[src/rtl/sierpinski_step_ctrl_if.sv]
// Command port of the Sierpinski row-generator sequencer: op/seed/divider with a valid/ready handshake.
interface sierpinski_step_ctrl_if #(
   parameter int WIDTH = 14,
   parameter int DIV_W = 8
);
   logic             cmd_valid;
   logic             cmd_ready;
   logic [1:0]       cmd_op;
   logic [WIDTH-1:0] cmd_seed;
   logic [DIV_W-1:0] div;

   modport master (output cmd_valid, output cmd_op, output cmd_seed, output div, input cmd_ready);
   modport slave  (input cmd_valid, input cmd_op, input cmd_seed, input div, output cmd_ready);
endinterface

[src/rtl/sierpinski_step_ctrl.sv]
// Sequencer for the 14-bit Sierpinski/LFSR row generator: seeds it, paces its steps with a
// programmable divider and counts rows per frame.
//
//   state   | meaning
//   --------+-----------------------------------------------------------
//   S_IDLE  | waiting for START (free-run) or STEP (single row)
//   S_LOAD  | one-cycle gen_load of the latched seed, divider count cleared
//   S_RUN   | free-running, one gen_step every div_q+1 enabled cycles
//   S_STEP1 | one-cycle single gen_step, then back to idle
module sierpinski_step_ctrl #(
   parameter int WIDTH = 14,
   parameter int DIV_W = 8,
   parameter int ROWS  = 16
) (
   input  logic                    clk,
   input  logic                    rst_n,
   input  logic                    ena,
   sierpinski_step_ctrl_if.slave   cmd,
   output logic                    gen_load,
   output logic [WIDTH-1:0]        gen_seed,
   output logic                    gen_step,
   output logic [$clog2(ROWS)-1:0] row_idx,
   output logic                    frame_done,
   output logic                    busy
);

   localparam int              RW       = $clog2(ROWS);
   localparam logic [RW-1:0]   ROW_LAST = RW'(ROWS - 1);
   localparam logic [WIDTH-1:0] SEED_ONE = {{(WIDTH-1){1'b0}}, 1'b1};
   localparam logic [1:0]      OP_START = 2'b01;
   localparam logic [1:0]      OP_STOP  = 2'b10;
   localparam logic [1:0]      OP_STEP  = 2'b11;

   typedef enum logic [1:0] {S_IDLE, S_LOAD, S_RUN, S_STEP1} state_t;

   state_t           state_q, state_d;
   logic [DIV_W-1:0] cnt_q, cnt_d;
   logic [DIV_W-1:0] div_q, div_d;
   logic [WIDTH-1:0] seed_q, seed_d;
   logic [RW-1:0]    row_q, row_d;
   logic [RW-1:0]    row_inc;
   logic [WIDTH-1:0] start_seed;
   logic             ready;
   logic             accept;
   logic             load_due;
   logic             step_due;

   // A zero seed would lock the LFSR, so it is promoted to 1.
   assign start_seed = (cmd.cmd_seed == '0) ? SEED_ONE : cmd.cmd_seed;
   assign row_inc    = (row_q == ROW_LAST) ? '0 : row_q + RW'(1);

   always_ff @(posedge clk or negedge rst_n) begin
      if (!rst_n) begin
         state_q <= S_IDLE;
         cnt_q   <= '0;
         div_q   <= '0;
         seed_q  <= SEED_ONE;
         row_q   <= '0;
      end else if (ena) begin
         state_q <= state_d;
         cnt_q   <= cnt_d;
         div_q   <= div_d;
         seed_q  <= seed_d;
         row_q   <= row_d;
      end
   end

   always_comb begin
      state_d  = state_q;
      cnt_d    = cnt_q;
      div_d    = div_q;
      seed_d   = seed_q;
      row_d    = row_q;
      load_due = 1'b0;
      step_due = 1'b0;
      ready    = ena && (state_q == S_IDLE || state_q == S_RUN);
      accept   = ready && cmd.cmd_valid;

      case (state_q)
         S_IDLE: begin
            if (accept) begin
               if (cmd.cmd_op == OP_START) begin
                  state_d = S_LOAD;
                  seed_d  = start_seed;
                  div_d   = cmd.div;
                  row_d   = '0;
               end else if (cmd.cmd_op == OP_STEP) begin
                  state_d = S_STEP1;
               end
            end
         end
         S_LOAD: begin
            load_due = 1'b1;
            cnt_d    = '0;
            state_d  = S_RUN;
         end
         S_RUN: begin
            if (cnt_q == div_q) begin
               step_due = 1'b1;
               cnt_d    = '0;
               row_d    = row_inc;
            end else begin
               cnt_d = cnt_q + DIV_W'(1);
            end
            // A step due this cycle is still issued; a restart then rewinds the frame.
            if (accept) begin
               if (cmd.cmd_op == OP_STOP) begin
                  state_d = S_IDLE;
               end else if (cmd.cmd_op == OP_START) begin
                  state_d = S_LOAD;
                  seed_d  = start_seed;
                  div_d   = cmd.div;
                  row_d   = '0;
               end
            end
         end
         S_STEP1: begin
            step_due = 1'b1;
            row_d    = row_inc;
            state_d  = S_IDLE;
         end
         default: state_d = S_IDLE;
      endcase
   end

   assign cmd.cmd_ready = ready;
   assign gen_load      = ena && load_due;
   assign gen_step      = ena && step_due;
   assign frame_done    = gen_step && (row_q == ROW_LAST);
   assign gen_seed      = seed_q;
   assign row_idx       = row_q;
   assign busy          = (state_q != S_IDLE);

endmodule
[src/flat_wrapper.sv]
// flat-port wrapper written by rule: the top's interface ports become plain ports
module sierpinski_step_ctrl_flat 
#(
   parameter int WIDTH = 14,
   parameter int DIV_W = 8,
   parameter int ROWS  = 16
)
  (clk, rst_n, ena, gen_load, gen_seed, gen_step, row_idx, frame_done, busy, cmd_cmd_valid, cmd_cmd_op, cmd_cmd_seed, cmd_div, cmd_cmd_ready);
  sierpinski_step_ctrl_if #(.WIDTH(WIDTH), .DIV_W(DIV_W)) cmd_i ();
  input  logic clk;
  input  logic rst_n;
  input  logic ena;
  output logic gen_load;
  output logic [WIDTH-1:0] gen_seed;
  output logic gen_step;
  output logic [$clog2(ROWS)-1:0] row_idx;
  output logic frame_done;
  output logic busy;
  input wire logic [$bits(cmd_i.cmd_valid)-1:0] cmd_cmd_valid;
  input wire logic [$bits(cmd_i.cmd_op)-1:0] cmd_cmd_op;
  input wire logic [$bits(cmd_i.cmd_seed)-1:0] cmd_cmd_seed;
  input wire logic [$bits(cmd_i.div)-1:0] cmd_div;
  output wire logic [$bits(cmd_i.cmd_ready)-1:0] cmd_cmd_ready;
  assign cmd_i.cmd_valid = cmd_cmd_valid;
  assign cmd_i.cmd_op = cmd_cmd_op;
  assign cmd_i.cmd_seed = cmd_cmd_seed;
  assign cmd_i.div = cmd_div;
  assign cmd_cmd_ready = cmd_i.cmd_ready;
  sierpinski_step_ctrl #(.WIDTH(WIDTH), .DIV_W(DIV_W), .ROWS(ROWS)) u_core (.clk(clk), .rst_n(rst_n), .ena(ena), .cmd(cmd_i), .gen_load(gen_load), .gen_seed(gen_seed), .gen_step(gen_step), .row_idx(row_idx), .frame_done(frame_done), .busy(busy));
endmodule
[config.mk]
export PLATFORM = sky130hd
export DESIGN_NAME = sierpinski_step_ctrl_flat
export DESIGN_NICKNAME = d
export VERILOG_FILES = /design/src/rtl/sierpinski_step_ctrl_if.sv /design/src/rtl/sierpinski_step_ctrl.sv /design/src/flat_wrapper.sv
export SDC_FILE = /design/constraint.sdc
export NUM_CORES = 1
export LEC_CHECK = 0
export BUFFER_PORTS_ARGS = -buffer_cell sky130_fd_sc_hd__buf_2
export CAP_MARGIN = 15
export CORE_MARGIN = 4
export CORE_UTILIZATION = 50
export CTS_CLUSTER_SIZE = 14
export DETAILED_ROUTE_END_ITERATION = 8
export PLACE_DENSITY = 0.76
export SKIP_CTS_REPAIR_TIMING = 1
export SLEW_MARGIN = 0
export SYNTH_ARGS = -nofsm -noshare
export SYNTH_HDL_FRONTEND = slang
export SYNTH_SLANG_ARGS = --single-unit
[constraint.sdc]
create_clock -name clk -period 3 [get_ports clk]
set_input_delay 0.6 -clock clk [delete_from_list [all_inputs] [get_ports clk]]
set_output_delay 0.6 -clock clk [all_outputs]
set_load 0.05 [all_outputs]
Yosys cells after proc, flatten, opt, wreduce, memory -nomap -nowiden
Index checks and enable logic that the tools add are counted.

storage, ports and cells
  register bits after elaboration = 36
  latch bits = 0
  bits in writable memories = 0
  bits in read-only memories = 0
  input port bits = 28
  output and inout bits = 23
  logic and storage cells = 68
  memories kept = 0

cells by class
  add/sub/neg operators = 2
  multiply operators = 0
  divide/modulo/power cells = 0
  $lt $le $gt $ge = 0
  equality and inequality tests = 14
  shift operators = 0
  muxes and demuxes = 31
  bitwise gates (word level) = 0
  reductions and logical operators = 16

operators with widths
  cell                                                    count
  two-way mux 14 bit                                      5
  two-way mux 8 bit                                       5
  case mux 8 bit (2 select lines)                         2
  two-way mux 4 bit                                       7
  case mux 14 bit (2 select lines)                        1
  zero test 14 bit                                        1
  two-way mux 2 bit                                       6
  case mux 4 bit (3 select lines)                         1
  AND reduction 5 bit                                     2
  adder 8 x 1 -> 8 bit (second input constant)            1
  equality test 2 bit (second input constant)             4
  equality test 8 bit                                     1
  case mux 2 bit (4 select lines)                         1
  inequality test 3 bit (second input constant)           2
  nonzero test 2 bit                                      3
  logical AND 1 bit                                       5
  adder 4 x 1 -> 4 bit (second input constant)            1
  equality test 2 x 1 -> 1 bit (second input constant)    2
  equality test 4 bit (second input constant)             1
  inequality test 2 x 1 -> 1 bit (second input constant)  2
  inequality test 2 bit (second input constant)           2
  AND reduction 4 bit                                     1
  nonzero test 3 bit                                      1
  zero test 2 bit                                         1
  4 further kinds                                         5

Logic depth before layout (Yosys ltp)
  word-level depth = 7
  mapped depth = 8
  gate-level depth less buffers = 7

Worst setup path before layout
OpenSTA, ideal clock, no wires.

  kind = reg2out
  start point = reg u_core.cnt_q[5]
  end point = out gen_step
  arrival time = 1.584 ns
  required time = 2.400 ns
  path slack = 0.816 ns
  stages on the path, launching flop included = 6
  path buffers = 0
  cell sequence = dfrtp_1 xor2_1 nor4_4 nand2_2 nor2_1 o21a_1

between the ends
  cells in the longest elaborated chain, start to end = 4

RTL lines
  element                          RTL line                     text
  start, declared                  sierpinski_step_ctrl.sv:37   logic [DIV_W-1:0] cnt_q, cnt_d;
  start signal, assigned           sierpinski_step_ctrl.sv:61   cnt_q <= cnt_d;
  equality test 8 bit              sierpinski_step_ctrl.sv:98   if (cnt_q == div_q) begin
  two-way mux 1 bit                sierpinski_step_ctrl.sv:98
  case mux 1 bit (2 select lines)  sierpinski_step_ctrl.sv:79   case (state_q)
  logical AND 1 bit                sierpinski_step_ctrl.sv:128  assign gen_step = ena && step_due;
  end, declared                    flat_wrapper.sv:15           output logic gen_step;

Every way passes these cells.

Worst setup path after layout
  start point = reg u_core.cnt_q[0]
  end point = out frame_done

between the ends
  cells in the longest elaborated chain, start to end = 5

RTL lines
  element                          RTL line                     text
  equality test 8 bit              sierpinski_step_ctrl.sv:98
  two-way mux 1 bit                sierpinski_step_ctrl.sv:98
  case mux 1 bit (2 select lines)  sierpinski_step_ctrl.sv:79
  logical AND 1 bit                sierpinski_step_ctrl.sv:128
  logical AND 1 bit                sierpinski_step_ctrl.sv:129  assign frame_done = gen_step && (row_q == ROW_LAST);
  end, declared                    flat_wrapper.sv:17           output logic frame_done;

Every way passes these cells.

==> impl.org <==
** Status
- The run finished with clean final reports.

** Clocking
- Counting along the longest clock path gives a buffer depth of 2.
- Sink count of the clock tree :: 36
- Clock-pin slew on the worst setup and hold paths :: 0.07 ns
- H-tree depth reported by CTS :: 2
- Clock latency on the worst-skew pair, taken at its later pin, is 0.28 ns.
- Clock buffer count from CTS :: 5
- Clock Root Buffer :: sky130_fd_sc_hd__clkbuf_8
- CTS tree :: done

** Timing
- Based on the critical path, the design can be clocked at up to 0.3886 GHz.
- Between clock sinks in the finished design, the worst skew comes to 0.004150 ns.
- Slew of the pin with the lowest slew margin :: 0.7761 ns
- Measured against its own limit, the worst slew margin works out to 48.26%.
- Summed negative setup slack over all endpoints :: 0 ns
- Across all hold checks on the routed design, the worst slack comes to 0.3958 ns.
- The smallest clock period supported by the final layout is computed as 2.573 ns.
- Setup repair after global routing missed its margin :: no
- The max-slew violation count is 0.
- Final setup viols :: 0
- In the finished design, the share of the clock period the worst path needs comes to 85.77%.
- Hold violation total from the final report :: 0

** Logic synthesis
- Synthesized instance count :: 173
- Mux cell area share after synthesis :: 12.13%
- Flops & latches, synth :: 36
- Of the total synthesized cell area, the portion taken by XOR and XNOR cells is 4.540%.
- Flip-flop cell with the highest count after synthesis :: sky130_fd_sc_hd__dfrtp_1
- Sequential-to-total area share from yosys stat :: 46.76%
- The synthesized design contains 0 enable-type register cells.
- Net count of the mapped netlist :: 211
- The synthesized netlist contains 39 unique library cells.
- Total standard cell area after synthesis :: 1929 µm²
- Total number of yosys warnings :: 0
- Share of the synthesized area in compound gates (AO/OA/AOI/OAI) :: 13.88%
- In the synthesized netlist the async set-or-reset flop fraction comes to 100.0%.
- Basic-gate share of the synthesized area counting and, or, nand and nor cells :: 13.49%
- Largest family of logic cells by synthesized area :: compound AO/OA/AOI/OAI gates
- Adder-cell share of the synthesized area :: 6.485%
- A synthesized cell averages 11.15 µm².

** Finish
- Layout filler cell count :: 339
- Non-Filler Instances :: 277
- Inserted Diodes :: 0
- Combined flip-flop and latch cell area :: 902.1 µm²
- Compared with the post-synthesis result, the final layout area differs by 20.88%.
- The multi-input combinational cells in the finished layout cover a total of 974.7 µm².
- Final-stage net count :: 266
- In the final layout, the share of cells above drive strength 1 is 37.55%.

** Setup path
- Data on the critical path is required at its endpoint by 2.40 ns.
- Kind of critical path :: flip-flop to output port
- Traced cell by cell, the critical path runs through xor2_1 -> nor4_4 -> nand2_2 -> nor2_1 -> o211a_1 -> buf_2.
- Largest stage delay on the critical path :: 0.43 ns
- Crit path arrival time :: 1.97 ns
- Sort of element at the end of the critical path :: output port
- STA classifies the critical path startpoint as a flip-flop.
- Launch point of the critical path :: u_core.cnt_q[0]
- Slowest CP cell :: sky130_fd_sc_hd__dfrtp_1
- Along the worst path, the maximum fanout reaches 5.
- The startpoint identified for the worst register-to-register timing path is u_core.state_q[0].

** Routing
- Final wirelength :: 3861 µm
- In the routed layout, each cell is associated on average with a via count of 5.336.
- Summing over every cut layer, the via total after detailed routing is 1478.
- WL per Instance :: 13.94 µm
- Before antenna repair, the detailed router went through 4 iterations.
- Post-detailed-route DRC marker count :: 0
- After the first detailed-routing iteration, the DRC count stood at 56.
- In this run the remaining antenna-violating nets after routing total 0.

** Global routing
- Overall overflow remaining after global route :: 0
- The number of global-route vias before repair is 1440.
- First-pass GRT wire length :: 6596 µm
- Largest net degree at the start of global routing :: 37
- Initial antenna violation count :: 0
- Across every metal layer, demand over resource in global routing totals 16.84%.

** Power and ir drop
- Of the total power, registers draw 33.6%.
- Combinational power share :: 50.9%
- Sw Pwr :: 0.001117 W
- Power spread over the standard cell area amounts to 1028 nW/µm².
- Per report_power, the clock group accounts for 15.5% of the total.
- Net switching is 46.61% of the power.
- The internal power of the cells totals 0.001280 W.
- IR analysis of the VDD net gives a maximum drop of 0.0006895 V.
- Leakage dissipation :: 1.182 nW

** Placement
- Placed Instances :: 269
- At the end of routability-driven placement, the weighted congestion stood at 0.8275.
- IO buf count :: 50
- DPL Wire Length :: 2921 µm

** Die
- Floorplan row count :: 22
- Die Span X :: 70.12 µm
- Die Height :: 70.12 µm
- Placeable core region :: 3689 µm²
- Initial Util :: 52.31%
- The floorplan step defined a die boundary enclosing 4917 µm².
- Top-Level Pins :: 51

** Job
- The tool flagged a number of max-cap violations equal to 0.

** Worst hold path
- Hold/Removal Path Class :: input pin to async pin
sequential cells by signal, indices dropped and copies added (netlist names):
register / flops
u_core.gen_seed: 14
u_core.cnt_q: 8
u_core.div_q: 8
u_core.row_idx: 4
u_core.state_q: 2
cell families after synthesis:
logic type,after synthesis
compound gates,38
xor+xnor,10
fa+ha+maj,10
buf+inv,13
flops,36
mux,21
simple gates,45
critical path, delay by kind of cell, from the launching register on:
| kind | cells | cell delay, ns |
|---|---|---|
| DFF | 1 | 0.43 |
| buffers and inverters | 1 | 0.25 |
| xor gates and xnor gates | 1 | 0.19 |
| and+or+nand+nor | 3 | 0.66 |
| AOI/OAI and AO/OA | 1 | 0.15 |
synth_stat cells (2+ instances only):
cell                       n  share of area [%]
sky130_fd_sc_hd__buf_2     3               0.78
sky130_fd_sc_hd__mux2_2   19                 11
sky130_fd_sc_hd__mux2i_1   2                1.0
sky130_fd_sc_hd__o21ai_0   8                2.1
sky130_fd_sc_hd__dfrtp_1  35                 45
sky130_fd_sc_hd__nand2_1  14                2.7
sky130_fd_sc_hd__a32o_1    3                1.6
sky130_fd_sc_hd__nand3_1   2               0.52
sky130_fd_sc_hd__a21o_1    4                1.6
sky130_fd_sc_hd__nor2b_1   2               0.65
sky130_fd_sc_hd__nor4_4    2                2.2
sky130_fd_sc_hd__nor2_1    9                1.8
sky130_fd_sc_hd__or3_1     2               0.65
sky130_fd_sc_hd__inv_1    10                1.9
sky130_fd_sc_hd__xor2_1    9                4.1
sky130_fd_sc_hd__a21oi_1   9                2.3
sky130_fd_sc_hd__ha_1     10                6.5
sky130_fd_sc_hd__a22o_1    3                1.4
sky130_fd_sc_hd__a31oi_1   3               0.97
sky130_fd_sc_hd__nor3_1    4                1.0
sky130_fd_sc_hd__nor4_1    2               0.65
power by group through the flow:
stage	Clock (W)	Combinational [W]	Sequential, W
floorplan	0	0.000610	0.00116
global placement	0	0.00121	0.000809
detailed placement	0	0.00123	0.000808
CTS	0.000390	0.00123	0.000805
global route	0.000416	0.00131	0.000833
finish	0.000372	0.00122	0.000805
routing by layer:
layer / global-route usage (%) / wire [µm] / vias up / part of all wire (%)
met5: 0 / 0 / - / 0
met4: 6.383 / 56 / 0 / 1.5
met3: 6.763 / 322 / 5 / 8.3
met2: 25.39 / 1766 / 44 / 46
met1: 21.66 / 1715 / 700 / 44
li1: - / - / 729 / -
area by class of cell:
type / instances / share of cell area (%)
Clock buffer: 8 / 4.292
Multi-Input combinational cell: 124 / 41.79
Tap cell: 48 / 2.575
Timing Repair Buffer: 51 / 11.05
Sequential cell: 36 / 38.68
Inverter: 10 / 1.609
path summary, 6_finish.rpt:
check	slack, ns	cells after the start	to
setup / recovery	0.43	6	frame_done
hold / removal	0.40	1	u_core.row_idx[1]
setup reg to reg	1.06	7	u_core.cnt_q[7]
hold reg to reg	0.51	1	u_core.gen_seed[1]
max in group asynchronous	2.12	1	u_core.state_q[1]
min in group clk	0.51	1	u_core.gen_seed[1]
placed cells by master, fill, tap and decap left out, drive strengths merged:
| master | instances |
|---|---|
| o211a | 1 |
| a211oi | 1 |
| mux2 | 19 |
| and3 | 1 |
| or3 | 2 |
| o21a | 1 |
| a22o | 3 |
| dfrtp | 35 |
| nor3b | 1 |
| nand3 | 2 |
| xnor2 | 1 |
| nor3 | 5 |
| a21o | 5 |
| o21bai | 1 |
| and2 | 1 |
| a21oi | 9 |
| inv | 10 |
| dfstp | 1 |
| a221oi | 1 |
| nor2b | 2 |
| a32o | 3 |
| or4 | 1 |
| nor4 | 4 |
| mux2i | 2 |
| nand2b | 2 |
| o21ai | 9 |
| clkbuf | 8 |
| ha | 10 |
| buf | 51 |
| o31ai | 1 |
| a31oi | 3 |
| nor2 | 9 |
| nand2 | 15 |
| xor2 | 9 |
stage by stage:
step	util, %	worst slack (ns)	total power, W	area, µm²
CTS	63.23	0.4186	0.002428	2332
global route	63.23	0.2932	0.002557	2332
global placement	60.52	0.7697	0.002020	2232
finish	63.23	0.4268	0.002398	2332
floorplan	-	0.8164	0.001769	1929
detailed placement	60.52	0.7416	0.002038	2232
Note: power is estimated with default switching activity, not from simulation.
